$ cat config.mk
export PLATFORM = sky130hd
export DESIGN_NAME = mem_io_bridge_flat
export DESIGN_NICKNAME = d
export VERILOG_FILES = /design/src/rtl/mem_io_bridge_if.sv /design/src/rtl/mem_io_bridge.sv /design/src/flat_wrapper.sv
export SDC_FILE = /design/constraint.sdc
export NUM_CORES = 1
export LEC_CHECK = 0
export BUFFER_PORTS_ARGS = -buffer_cell sky130_fd_sc_hd__buf_2
export CAP_MARGIN = 15
export CORE_MARGIN = 2
export CORE_UTILIZATION = 40
export CTS_BUF_LIST = sky130_fd_sc_hd__clkbuf_2
export DETAILED_ROUTE_END_ITERATION = 7
export PLACE_DENSITY_LB_ADDON = 0.2
export SLEW_MARGIN = 20
export SYNTH_ARGS = -nofsm -noshare
export SYNTH_HDL_FRONTEND = slang
export SYNTH_SLANG_ARGS = --single-unit
$ cat constraint.sdc
create_clock -name clk -period 6.9 [get_ports clk]
set_input_delay 0.345 -clock clk [delete_from_list [all_inputs] [get_ports clk]]
set_output_delay 0.345 -clock clk [all_outputs]
set_load 0.05 [all_outputs]
$ cat src/rtl/mem_io_bridge_if.sv
// CPU/RAM/output-stream signal bundle of the memory-mapped I/O bridge.
// The slave modport is the bridge's view; master is the surrounding system.
interface mem_io_bridge_if #(
    parameter int M = 16
);
    logic [M-1:0] memAddr;
    logic [M-1:0] memWrite;
    logic         memWE;
    logic [M-1:0] memRead;
    logic [M-1:0] ramAddr;
    logic [M-1:0] ramWData;
    logic         ramWE;
    logic [M-1:0] ramRData;
    logic [M-1:0] outData;
    logic         outValid;
    logic         outReady;

    modport slave (
        input  memAddr, memWrite, memWE, ramRData, outReady,
        output memRead, ramAddr, ramWData, ramWE, outData, outValid
    );

    modport master (
        output memAddr, memWrite, memWE, ramRData, outReady,
        input  memRead, ramAddr, ramWData, ramWE, outData, outValid
    );
endinterface

$ cat src/rtl/mem_io_bridge.sv
// Address decoder splitting CPU accesses between RAM and a small I/O page
// holding an output FIFO, a status register and a free-running timer/compare.
module mem_io_bridge #(
    parameter int M = 16
) (
    input  logic              clk,
    input  logic              rst,
    mem_io_bridge_if.slave    bus
);
    localparam logic [7:0]   OFF_OUT  = 8'h00;
    localparam logic [7:0]   OFF_STAT = 8'h01;
    localparam logic [7:0]   OFF_TMR  = 8'h02;
    localparam logic [7:0]   OFF_CMP  = 8'h03;
    localparam logic [M-1:0] ONE      = {{(M-1){1'b0}}, 1'b1};

    logic [M-1:0] r_fifo [4];
    logic [1:0]   r_rd;
    logic [1:0]   r_wr;
    logic [2:0]   r_count;
    logic         r_ovf;
    logic         r_tmr_flag;
    logic [M-1:0] r_timer;
    logic [M-1:0] r_compare;

    logic         w_io;
    logic [7:0]   w_off;
    logic         w_wr_out;
    logic         w_wr_stat;
    logic         w_wr_tmr;
    logic         w_wr_cmp;
    logic         w_full;
    logic         w_empty;
    logic         w_pop;
    logic         w_push;
    logic         w_ovf_set;
    logic         w_match;
    logic         w_tmr_set;
    logic [M-1:0] w_status;
    logic [M-1:0] w_mem_read;

    // The top 256 addresses form the I/O page; the low byte selects the register.
    assign w_io      = &bus.memAddr[M-1:8];
    assign w_off     = bus.memAddr[7:0];
    assign w_wr_out  = bus.memWE & w_io & (w_off == OFF_OUT);
    assign w_wr_stat = bus.memWE & w_io & (w_off == OFF_STAT);
    assign w_wr_tmr  = bus.memWE & w_io & (w_off == OFF_TMR);
    assign w_wr_cmp  = bus.memWE & w_io & (w_off == OFF_CMP);

    assign w_full    = (r_count == 3'd4);
    assign w_empty   = (r_count == 3'd0);
    assign w_pop     = ~w_empty & bus.outReady;
    assign w_push    = w_wr_out & (~w_full | w_pop);
    assign w_ovf_set = w_wr_out & w_full & ~w_pop;
    assign w_match   = (r_timer == r_compare);
    assign w_tmr_set = w_match & ~w_wr_tmr;
    assign w_status  = {{(M-4){1'b0}}, r_tmr_flag, r_ovf, w_full, w_empty};

    // Read-data mux: RAM passthrough or I/O register select.
    always_comb begin
        w_mem_read = {M{1'b0}};
        if (w_io) begin
            case (w_off)
                OFF_STAT: w_mem_read = w_status;
                OFF_TMR:  w_mem_read = r_timer;
                OFF_CMP:  w_mem_read = r_compare;
                default:  w_mem_read = {M{1'b0}};
            endcase
        end else begin
            w_mem_read = bus.ramRData;
        end
    end

    assign bus.memRead  = w_mem_read;
    assign bus.ramAddr  = bus.memAddr;
    assign bus.ramWData = bus.memWrite;
    assign bus.ramWE    = bus.memWE & ~w_io;
    assign bus.outData  = r_fifo[r_rd];
    assign bus.outValid = ~w_empty;

    // Output FIFO storage, pointers and occupancy.
    always_ff @(posedge clk or posedge rst) begin
        if (rst) begin
            for (int i = 0; i < 4; i++) begin
                r_fifo[i] <= {M{1'b0}};
            end
            r_rd    <= 2'd0;
            r_wr    <= 2'd0;
            r_count <= 3'd0;
        end else begin
            if (w_push) begin
                r_fifo[r_wr] <= bus.memWrite;
                r_wr         <= r_wr + 2'd1;
            end
            if (w_pop) begin
                r_rd <= r_rd + 2'd1;
            end
            r_count <= r_count + {2'b00, w_push} - {2'b00, w_pop};
        end
    end

    // Sticky flags: a set event in the same cycle as its W1C clear wins.
    always_ff @(posedge clk or posedge rst) begin
        if (rst) begin
            r_ovf      <= 1'b0;
            r_tmr_flag <= 1'b0;
        end else begin
            r_ovf      <= w_ovf_set | (r_ovf & ~(w_wr_stat & bus.memWrite[2]));
            r_tmr_flag <= w_tmr_set | (r_tmr_flag & ~(w_wr_stat & bus.memWrite[3]));
        end
    end

    // Timer: CPU write beats compare match, which beats increment.
    always_ff @(posedge clk or posedge rst) begin
        if (rst) begin
            r_timer   <= {M{1'b0}};
            r_compare <= {M{1'b1}};
        end else begin
            if (w_wr_tmr) begin
                r_timer <= bus.memWrite;
            end else if (w_match) begin
                r_timer <= {M{1'b0}};
            end else begin
                r_timer <= r_timer + ONE;
            end
            if (w_wr_cmp) begin
                r_compare <= bus.memWrite;
            end
        end
    end
endmodule

$ cat src/flat_wrapper.sv
// flat-port wrapper written by rule: the top's interface ports become plain ports
module mem_io_bridge_flat 
#(
    parameter int M = 16
)
  (clk, rst, bus_memAddr, bus_memWrite, bus_memWE, bus_ramRData, bus_outReady, bus_memRead, bus_ramAddr, bus_ramWData, bus_ramWE, bus_outData, bus_outValid);
  mem_io_bridge_if #(.M(M)) bus_i ();
  input  logic clk;
  input  logic rst;
  input wire logic [$bits(bus_i.memAddr)-1:0] bus_memAddr;
  input wire logic [$bits(bus_i.memWrite)-1:0] bus_memWrite;
  input wire logic [$bits(bus_i.memWE)-1:0] bus_memWE;
  input wire logic [$bits(bus_i.ramRData)-1:0] bus_ramRData;
  input wire logic [$bits(bus_i.outReady)-1:0] bus_outReady;
  output wire logic [$bits(bus_i.memRead)-1:0] bus_memRead;
  output wire logic [$bits(bus_i.ramAddr)-1:0] bus_ramAddr;
  output wire logic [$bits(bus_i.ramWData)-1:0] bus_ramWData;
  output wire logic [$bits(bus_i.ramWE)-1:0] bus_ramWE;
  output wire logic [$bits(bus_i.outData)-1:0] bus_outData;
  output wire logic [$bits(bus_i.outValid)-1:0] bus_outValid;
  assign bus_i.memAddr = bus_memAddr;
  assign bus_i.memWrite = bus_memWrite;
  assign bus_i.memWE = bus_memWE;
  assign bus_i.ramRData = bus_ramRData;
  assign bus_i.outReady = bus_outReady;
  assign bus_memRead = bus_i.memRead;
  assign bus_ramAddr = bus_i.ramAddr;
  assign bus_ramWData = bus_i.ramWData;
  assign bus_ramWE = bus_i.ramWE;
  assign bus_outData = bus_i.outData;
  assign bus_outValid = bus_i.outValid;
  mem_io_bridge #(.M(M)) u_core (.clk(clk), .rst(rst), .bus(bus_i));
endmodule
==> flow_summary_export.csv, run 1 <==
group,metric,value,unit
sta,period_share,0.391,
sta,slew_headroom,0.327,
final_layout,final_common_cell,"buf_2",
clock_tree,cts_buffers,9,
logic_synthesis,synth_nets,519,
routing,drt_first_pass_iters,4,
routing,ant_nets,0,
sta,setup_total_negative_slack,0,ns
power,p_leak,3.11,nW
logic_synthesis,synth_cell_type_count,40,
logic_synthesis,ys_ff_latch,105,
clock_tree,path_clk_slew,0.28,ns
power,p_seq_frac,0.513,
final_layout,drive_gt1_frac,0.463,
min_path,min-delay-start,"bus_memWE",
routing,routed_via_density,5.06,
grt,antenna_found_initial,1,
grt,grt_pass1_vias,3931,
logic_synthesis,synth_cells,459,
setup_path,cp_max_fo,17,
final_layout,area_growth,14.7,%
routing,drc,0,
routing,num_vias,3746,
floorplan,num_io_pins,118,
logic_synthesis,yosys_warnings,0,
logic_synthesis,synth.yosys.seq_area_share,0.472,
logic_synthesis,syn_area,5610,um^2
routing,wl_per_cell,17.6,um
floorplan,die_x,122,um
clock_tree,cts_tree,"yes",
placement,io_buffers,117,
sta,period_needed,2.70,ns
sta,max_slew.worst_pin.slew,1.01,ns
sta,setup_viol,0,
power,p_comb_frac,0.210,
floorplan,core,13800,um^2
setup_path,critical_path.slowest_cell,"dfrtp_1",
floorplan,std_cell_rows,43,
final_layout,nFillCells,1336,
final_layout,antenna_cells,0,
outcome,status,"completed",
final_layout,regArea,2650,um^2
clock_tree,cts_resized,0,
final_layout,final_cell_mix,"117 x buf_2, 89 x dfrtp_1, 81 x mux2_2, 39 x nand2_1, 32 x o21ai_0",
logic_synthesis,avgSynthCellArea,12.2,um^2
floorplan,initial_core_util,0.407,
clock_tree,cts.sinks,105,
power,p_int,0.894,mW
floorplan,die_h,122,um
run,maxCapViolations,0,
grt,grt_pass1_wl,21200,um
clock_tree,clock_latency,0.62,ns
power,total_power,1.32,mW
routing,drtIter0Drc,166,
grt,grt_start_max_net_pins,63,
sta,slew_viol_final,0,
power,ir_worst_vdd,0.142,mV
grt,grt_overflow,0,
setup_path,slowest_delay,1.07,ns
placement,gp_congestion,0.832,
setup_path,worstSetupStartpoint,"u_core.r_rd[1]",
clock_tree,clockBufferDepth,2,
clock_tree,root_buffer,"clkbuf_2",
sta,clock.fmax,0.371,GHz
min_path,worstHoldPathType,"input port to register",
floorplan,dieArea,15000,um^2
setup_path,cp.required,6.55,ns
setup_path,crit_path_cell_trace,"mux4_2 -> buf_2",
setup_path,cp-start-kind,"register",
sta,skew,0.0275,ns
setup_path,cp-end-kind,"primary output",
sta,hold_viol,0,
setup_path,cp.arrival,2.35,ns
power,p_sw,0.427,mW
placement,dp_hpwl,9160,um
grt,grt_usage,0.188,
clock_tree,ctsHtreeMaxLevel,3,
power,power_density,205,nW/um^2
sta,rsz0062_at_grt,"false",
power,p_clk_frac,0.276,
routing,wl,13000,um
power,swShare,0.323,
setup_path,rr_startpoint,"u_core.r_count[1]",
final_layout,multi_input_area,2560,um^2
setup_path,setup.worst_path.class,"register to primary output",
final_layout,fin_nets,616,
==> through the flow <==
step / utilization / hold WS, ns / cell area, um^2 / instances / setup slack (ns)
2_1_floorplan: - / 0.462 / 5610 / 459 / 3.82
3_3_place_gp: 0.442 / 0.439 / 6090 / 707 / 4.27
3_5_place_dp: 0.442 / 0.443 / 6090 / 707 / 4.16
4_1_cts: 0.467 / 0.174 / 6440 / 741 / 4.11
5_1_grt: 0.467 / 0.168 / 6440 / 741 / 4.03
6_report: 0.467 / 0.226 / 6440 / 741 / 4.20
==> final timing paths <==
path	slack, ns	to	cells past startpoint
min in group asynchronous	0.29	u_core.r_fifo[59]	3
worst max-delay path	4.20	bus_outData[15]	2
max in group asynchronous	5.43	u_core.r_fifo[25]	4
worst min-delay path	0.23	u_core.r_wr[0]	4
worst max register to register	4.45	u_core.r_fifo[26]	4
worst min register to register	0.54	u_core.r_fifo[31]	1
==> area by class of cell <==
type,count,share of cell area
Sequential cell,105,0.411
Multi-Input combinational cell,288,0.397
Timing Repair Buffer,138,0.122
Tap cell,180,0.0350
Clock inverter,7,0.0185
Inverter,14,0.00855
Clock buffer,9,0.00700
==> worst max-delay path, delay by kind of cell, from the launching register on <==
kind     cells  cell delay [ns]
buf+inv      1             0.23
flops        1             1.07
mux          1             0.43
==> Yosys cell counts (all sizes together) <==
| cell type | n | area (um^2) |
|---|---|---|
| nand3 | 6 | 30.0 |
| nor2 | 12 | 45.0 |
| o2bb2ai | 1 | 8.76 |
| o21ai | 32 | 160 |
| nand4 | 11 | 68.8 |
| buf | 39 | 295 |
| a21oi | 4 | 20.0 |
| dfrtp | 89 | 2230 |
| inv | 14 | 52.6 |
| mux2 | 81 | 912 |
| nor3 | 4 | 20.0 |
| or4 | 1 | 7.51 |
| clkbuf | 13 | 58.8 |
| a22o | 1 | 8.76 |
| xor2 | 6 | 52.6 |
| a21o | 1 | 7.51 |
| nor2b | 1 | 6.26 |
| a32oi | 1 | 8.76 |
| mux2i | 15 | 150 |
| fa | 1 | 20.0 |
| and3 | 2 | 12.5 |
| dfstp | 16 | 420 |
| o21bai | 1 | 7.51 |
| nor4b | 2 | 23.8 |
| nand2 | 43 | 171 |
| nand4bb | 1 | 27.5 |
| ha | 7 | 87.6 |
| mux4 | 16 | 360 |
| or2 | 2 | 12.5 |
| nand2b | 1 | 6.26 |
| and2 | 2 | 12.5 |
| nor4 | 4 | 55.1 |
| xnor2 | 29 | 254 |
==> power by group through the flow <==
stage	Combinational [mW]	Sequential, mW	Clock [mW]
after floorplan	0.229	0.657	0
after global placement	0.271	0.688	0
after detailed placement	0.279	0.688	0
after CTS	0.286	0.679	0.382
after global routing	0.305	0.684	0.408
final	0.278	0.679	0.365
==> sequential cells by signal, indices dropped and copies added (netlist names) <==
register / count
u_core.r_fifo: 64
u_core.r_compare: 16
u_core.r_timer: 16
u_core.r_count: 3
u_core.r_rd: 2
u_core.r_wr: 2
u_core.r_ovf: 1
u_core.r_tmr_flag: 1
==> kinds of logic (layout without fill, tap and decap cells) <==
| family | count (synthesis) | after routing | share of synthesized area |
|---|---|---|---|
| mux | 112 | 112 | 0.254 |
| flops | 105 | 105 | 0.472 |
| xor+xnor | 35 | 35 | 0.0546 |
| fa+ha+maj | 8 | 8 | 0.0192 |
| compound gates | 41 | 41 | 0.0395 |
| simple gates | 92 | 92 | 0.0890 |
| buf+inv | 66 | 168 | 0.0725 |
==> layer usage <==
| metal | share of wire | GRT usage | wire length (um) |
|---|---|---|---|
| met1 | 0.46 | 0.250 | 5990 |
| met2 | 0.48 | 0.306 | 6300 |
| met3 | 0.048 | 0.0558 | 628 |
| met4 | 0.0078 | 0.0366 | 102 |
| met5 | 0.0010 | 0 | 13 |
==> repair_timing <==
| item | in CTS | in global routing |
|---|---|---|
| hold buffers | 18 | 0 |
| hold endpoints to repair | 77 | 0 |
| setup buffers | 0 | 0 |
Power figures use the tool's default switching activity.
==> run 2: changes to the inputs <==
- clock period: 6.9 -> 2.83 ns (I/O delays scaled with it)
==> run 2 against run 1 <==
Setup slack got worse by 3.9 ns. Critical endpoint is now bus_outData[5]. Combinational power rose to 2.6 times the previous value. Cell count increased by 0.81%. Non-clock buffer count grew 6. Clock power is 120% higher. Sequential power grew 140%. Sequential cell count unchanged. Worst hold slack lost 0.14 ns. Critical path depth grew 1. Largest power group unchanged. Wire length is 3.1% lower. First-iteration DRC count is 14% higher.
==> flow_summary_export.csv, run 2 (synthesis gave the netlist of run 1 again) <==
group,metric,value,unit
sta,rsz0062_at_grt,"false",
final_layout,final_cell_area,6480,um^2
setup_path,cp_max_fo,10,
routing,drc,0,
setup_path,r2r_setup_slack,0.45,ns
sta,period_share,0.896,
routing,drt_first_pass_iters,4,
placement,gp_congestion,0.809,
final_layout,final_cell_mix,"117 x buf_2, 89 x dfrtp_1, 81 x mux2_2, 39 x nand2_1, 32 x o21ai_0",
sta,period_needed,2.54,ns
clock_tree,path_clk_slew,0.25,ns
setup_path,rr_worst_depth,10,
final_layout,largest_reg_flops,64,
grt,grt_overflow,0,
power,total_power,3.15,mW
final_layout,nFillCells,1336,
placement,dp_hpwl,9040,um
grt,grt_pass1_vias,3826,
final_layout,top_register,"u_core.r_fifo",
grt,antenna_found_initial,0,
clock_tree,clock_latency,0.56,ns
floorplan,core,13800,um^2
setup_path,reg2reg_to,"u_core.r_count[2]",
setup_path,rr_startpoint,"u_core.r_count[1]",
clock_tree,cts.sinks,105,
final_layout,area_growth,15.5,%
floorplan,die_h,122,um
sta,skew,0.0313,ns
sta,slew_headroom,0.355,
final_layout,reg.largest.list,"u_core.r_fifo x64, u_core.r_compare x16, u_core.r_timer x16",
clock_tree,clockBufferDepth,2,
setup_path,setup.worst_path.class,"register to primary output",
setup_path,cp-start-kind,"register",
sta,setup_total_negative_slack,0,ns
setup_path,cp-end-kind,"primary output",
power,ir_worst_vdd,0.262,mV
min_path,min-delay-start,"bus_memAddr[4]",
routing,routed_via_density,5.06,
sta,slew_viol_final,0,
sta,hold_viol,0,
min_path,worstHoldPathType,"input port to register",
min_path,whs_endpoint,"u_core.r_wr[0]",
placement,io_buffers,117,
setup_path,cp.required,2.69,ns
clock_tree,cts_buffers,9,
power,power_density,486,nW/um^2
clock_tree,root_buffer,"clkbuf_2",
final_layout,final_common_cell,"buf_2",
grt,grt_usage,0.177,
final_layout,fin_nets,622,
final_layout,regArea,2650,um^2
grt,grt_pass1_wl,20300,um
final_layout,multi_input_area,2560,um^2
clock_tree,cts_tree,"yes",
clock_tree,postCtsSetupBuffers,0,
routing,drtIter0Drc,189,
outcome,status,"completed",
floorplan,num_io_pins,118,
sta,clock.fmax,0.394,GHz
setup_path,cp.arrival,2.39,ns
routing,wl,12600,um
power,p_leak,3.13,nW
floorplan,initial_core_util,0.407,
placement,place_area,6160,um^2
final_layout,drive_gt1_frac,0.467,
sta,max_slew.worst_pin.slew,0.965,ns
routing,wl_per_cell,16.9,um
final_layout,antenna_cells,0,
floorplan,dieArea,15000,um^2
routing,num_vias,3783,
min_path,hold-path-cell-count,5,
grt,grt_start_max_net_pins,48,
sta,setup_viol,0,
clock_tree,ctsHtreeMaxLevel,3,
run,maxCapViolations,0,
routing,ant_nets,0,
floorplan,die_x,122,um
floorplan,std_cell_rows,43,
[run 2: area by class of cell]
type / count / area share
Sequential cell: 105 / 0.408
Clock inverter: 7 / 0.0143
Tap cell: 180 / 0.0347
Inverter: 14 / 0.00869
Multi-Input combinational cell: 288 / 0.395
Clock buffer: 9 / 0.00695
Timing Repair Buffer: 144 / 0.132
[run 2: report_power, final]
part / switching (mW) / internal [mW]
combinational: 0.439 / 0.288
sequential: 0.0863 / 1.55
clock: 0.496 / 0.290
[run 2: worst max-delay path by stage]
stage,slack [ns],start,endpoint,depth (start not counted)
2_1_floorplan,0.34,bus_memAddr[0],bus_memRead[10],5
3_3_place_gp,0.43,bus_memAddr[3],u_core.r_timer[9],6
3_5_place_dp,0.27,bus_memAddr[3],u_core.r_timer[8],6
4_1_cts,0.20,u_core.r_rd[0],bus_outData[5],3
5_1_grt,0.15,u_core.r_rd[0],bus_outData[5],3
6_report,0.29,u_core.r_rd[0],bus_outData[5],3
[run 2: what timing repair did]
item,in CTS,in global routing
hold endpoints to repair,129,0
gates resized for setup,0,0
hold buffers,18,0
[run 2: layer usage]
metal / routed length [um] / up-vias / GRT usage
met5: 0 / - / 0
met4: 114 / 0 / 0.0388
met3: 493 / 10 / 0.0349
met2: 6320 / 83 / 0.297
met1: 5710 / 1898 / 0.239
li1: - / 1792 / -
[run 2: worst max-delay path: stages (launching register included)]
cell	delay [ns]
dfrtp_1	0.86
buf_12	0.24
mux4_2	0.51
buf_2	0.23
[run 2: per-stage QoR]
step                hold slack (ns)   util  setup slack, ns  std cells
floorplan                     0.258      -            0.339        459
global placement              0.325  0.448            0.432        713
detailed placement            0.351  0.448            0.266        713
CTS                          0.0378  0.471            0.203        747
global route                 0.0657  0.471            0.146        747
finish                       0.0865  0.471            0.294        747
==> run 3: changes to the inputs <==
- PLACE_DENSITY: unset -> 0.64
- PLACE_DENSITY_LB_ADDON: 0.2 -> unset
==> run 3 against run 2 <==
Cell count rose by 0.13%. Critical path depth grew 7. Via count up 1.6%. First-iteration DRC count decreased by 8.5%. Count of clock-buffer cells in the layout is the same. Utilization fell by 0.17 points. Sequential share of layout area up 0.15 points.
==> flow_summary_export.csv, run 3 (synthesis gave the netlist of run 1 again) <==
group,metric,value,unit
min_path,worstHoldPathType,"input port to register",
placement,pre_cts_ws,0.292,ns
sta,timing.hold.ws,0.0588,ns
floorplan,num_io_pins,118,
floorplan,initial_core_util,0.407,
sta,setup_viol,0,
min_path,hold-path-cell-count,4,
grt,grt_usage,0.178,
routing,routed_via_density,5.14,
floorplan,std_cell_rows,43,
min_path,whs_endpoint,"u_core.r_wr[0]",
setup_path,rr_startpoint,"u_core.r_count[1]",
final_layout,final_common_cell,"buf_2",
clock_tree,cts_buffers,9,
clock_tree,cts_tree,"yes",
routing,ant_nets,0,
clock_tree,cts.hold.buffers_added,19,
outcome,status,"completed",
grt,grt_start_max_net_pins,78,
clock_tree,clockBufferDepth,2,
grt,antenna_found_initial,0,
sta,setup_slack,0.426,ns
routing,drc,0,
sta,max_slew.worst_pin.slew,0.953,ns
placement,dp_hpwl,9000,um
routing,drt_first_pass_iters,4,
sta,clock.fmax,0.416,GHz
final_layout,reg.largest.list,"u_core.r_fifo x64, u_core.r_compare x16, u_core.r_timer x16",
setup_path,setup.worst_path.class,"register to register",
placement,dp_cells,713,
sta,period_needed,2.40,ns
final_layout,fin_nets,623,
final_layout,drive_gt1_frac,0.467,
routing,num_vias,3842,
setup_path,cp.required,3.36,ns
run,maxCapViolations,0,
sta,period_share,0.849,
setup_path,rr_worst_depth,10,
setup_path,cp-start-kind,"register",
power,power_density,471,nW/um^2
sta,skew,0.0261,ns
setup_path,reg2reg_to,"u_core.r_count[2]",
min_path,min-delay-start,"bus_memWE",
routing,wl_per_cell,17.0,um
clock_tree,cts_resized,0,
placement,io_buffers,117,
clock_tree,path_clk_slew,0.27,ns
clock_tree,ctsHtreeMaxLevel,3,
final_layout,utilization,0.469,
setup_path,cp_max_fo,5,
setup_path,cp-end-kind,"register",
final_layout,largest_reg_flops,64,
grt,grt_pass1_vias,3898,
final_layout,final_cells,748,
final_layout,antenna_cells,0,
sta,rsz0062_at_grt,"false",
grt,grt_overflow,0,
clock_tree,postCtsSetupBuffers,0,
final_layout,area_growth,15.1,%
sta,setup_total_negative_slack,0,ns
clock_tree,clock_latency,0.59,ns
floorplan,die_x,122,um
sta,slew_viol_final,0,
final_layout,final_cell_mix,"117 x buf_2, 89 x dfrtp_1, 81 x mux2_2, 39 x nand2_1, 32 x o21ai_0",
power,ir_worst_vdd,0.226,mV
final_layout,top_register,"u_core.r_fifo",
routing,wl,12700,um
setup_path,r2r_setup_slack,0.43,ns
clock_tree,root_buffer,"clkbuf_2",
sta,slew_headroom,0.364,
grt,grt_pass1_wl,20600,um
floorplan,core,13800,um^2
sta,hold_viol,0,
clock_tree,cts.sinks,105,
floorplan,die_h,122,um
floorplan,dieArea,15000,um^2
power,p_leak,3.12,nW
placement,gp_congestion,0.829,
routing,drtIter0Drc,173,
setup_path,cp.arrival,2.94,ns
-- run 3: cell types whose count changed in the layout (fill, tap and decap cells not counted), sizes merged --
cell and change:
bufinv -1, dlygate4sd3 +1, clkinv +2, inv -1
-- run 3: stage by stage --
stage / instance area (um^2) / power [mW]
final: 6460 / 3.04
after global routing: 6460 / 3.21
after CTS: 6460 / 3.08
after detailed placement: 6150 / 2.36
after global placement: 6150 / 2.35
after floorplan: 5620 / 2.16
-- run 3: layer usage --
metal  track usage  vias to the layer above  routed length [um]
met2         0.290                       87                6070
met5             0                        -                   0
met3        0.0344                        9                 583
met4        0.0366                        0                 110
li1              -                     1791                   -
met1         0.249                     1955                5920
-- run 3: final cells by class --
type                       instances  area (um^2)
timing repair buffer             145          856
fill                            1297         7310
inverter                          14         56.3
tap                              180          225
multi-input combinational        288         2560
sequential                       105         2650
clock inverter                     7         71.3
clock buffer                       9         45.0
-- run 3: where the power goes --
group / switching [mW] / leakage [nW] / internal, mW
registers: 0.0396 / 1.38 / 1.55
clock network: 0.491 / 0.0655 / 0.202
logic: 0.487 / 1.68 / 0.271
total: 1.02 / 3.12 / 2.02
-- run 3: worst max-delay path by stage --
stage                           start                 to  slack [ns]  cells after the start
floorplan              bus_memAddr[0]    bus_memRead[10]        0.34                      5
global placement       bus_memAddr[3]  u_core.r_timer[5]        0.45                      6
detailed placement     bus_memAddr[3]  u_core.r_timer[6]        0.29                      6
CTS                 u_core.r_count[1]  u_core.r_count[2]        0.41                     10
global route        u_core.r_count[1]  u_core.r_count[2]        0.27                     10
finish              u_core.r_count[1]  u_core.r_count[2]        0.43                     10
-- run 3: worst max-delay path: stages, from the launching register on --
cell and delay, ns:
dfrtp_1 0.52, nor3_1 0.29, inv_1 0.08, and2_1 0.20, ha_1 0.30, inv_1 0.06
ha_1 0.13, inv_1 0.05, fa_1 0.37, xnor2_1 0.20, xnor2_1 0.15
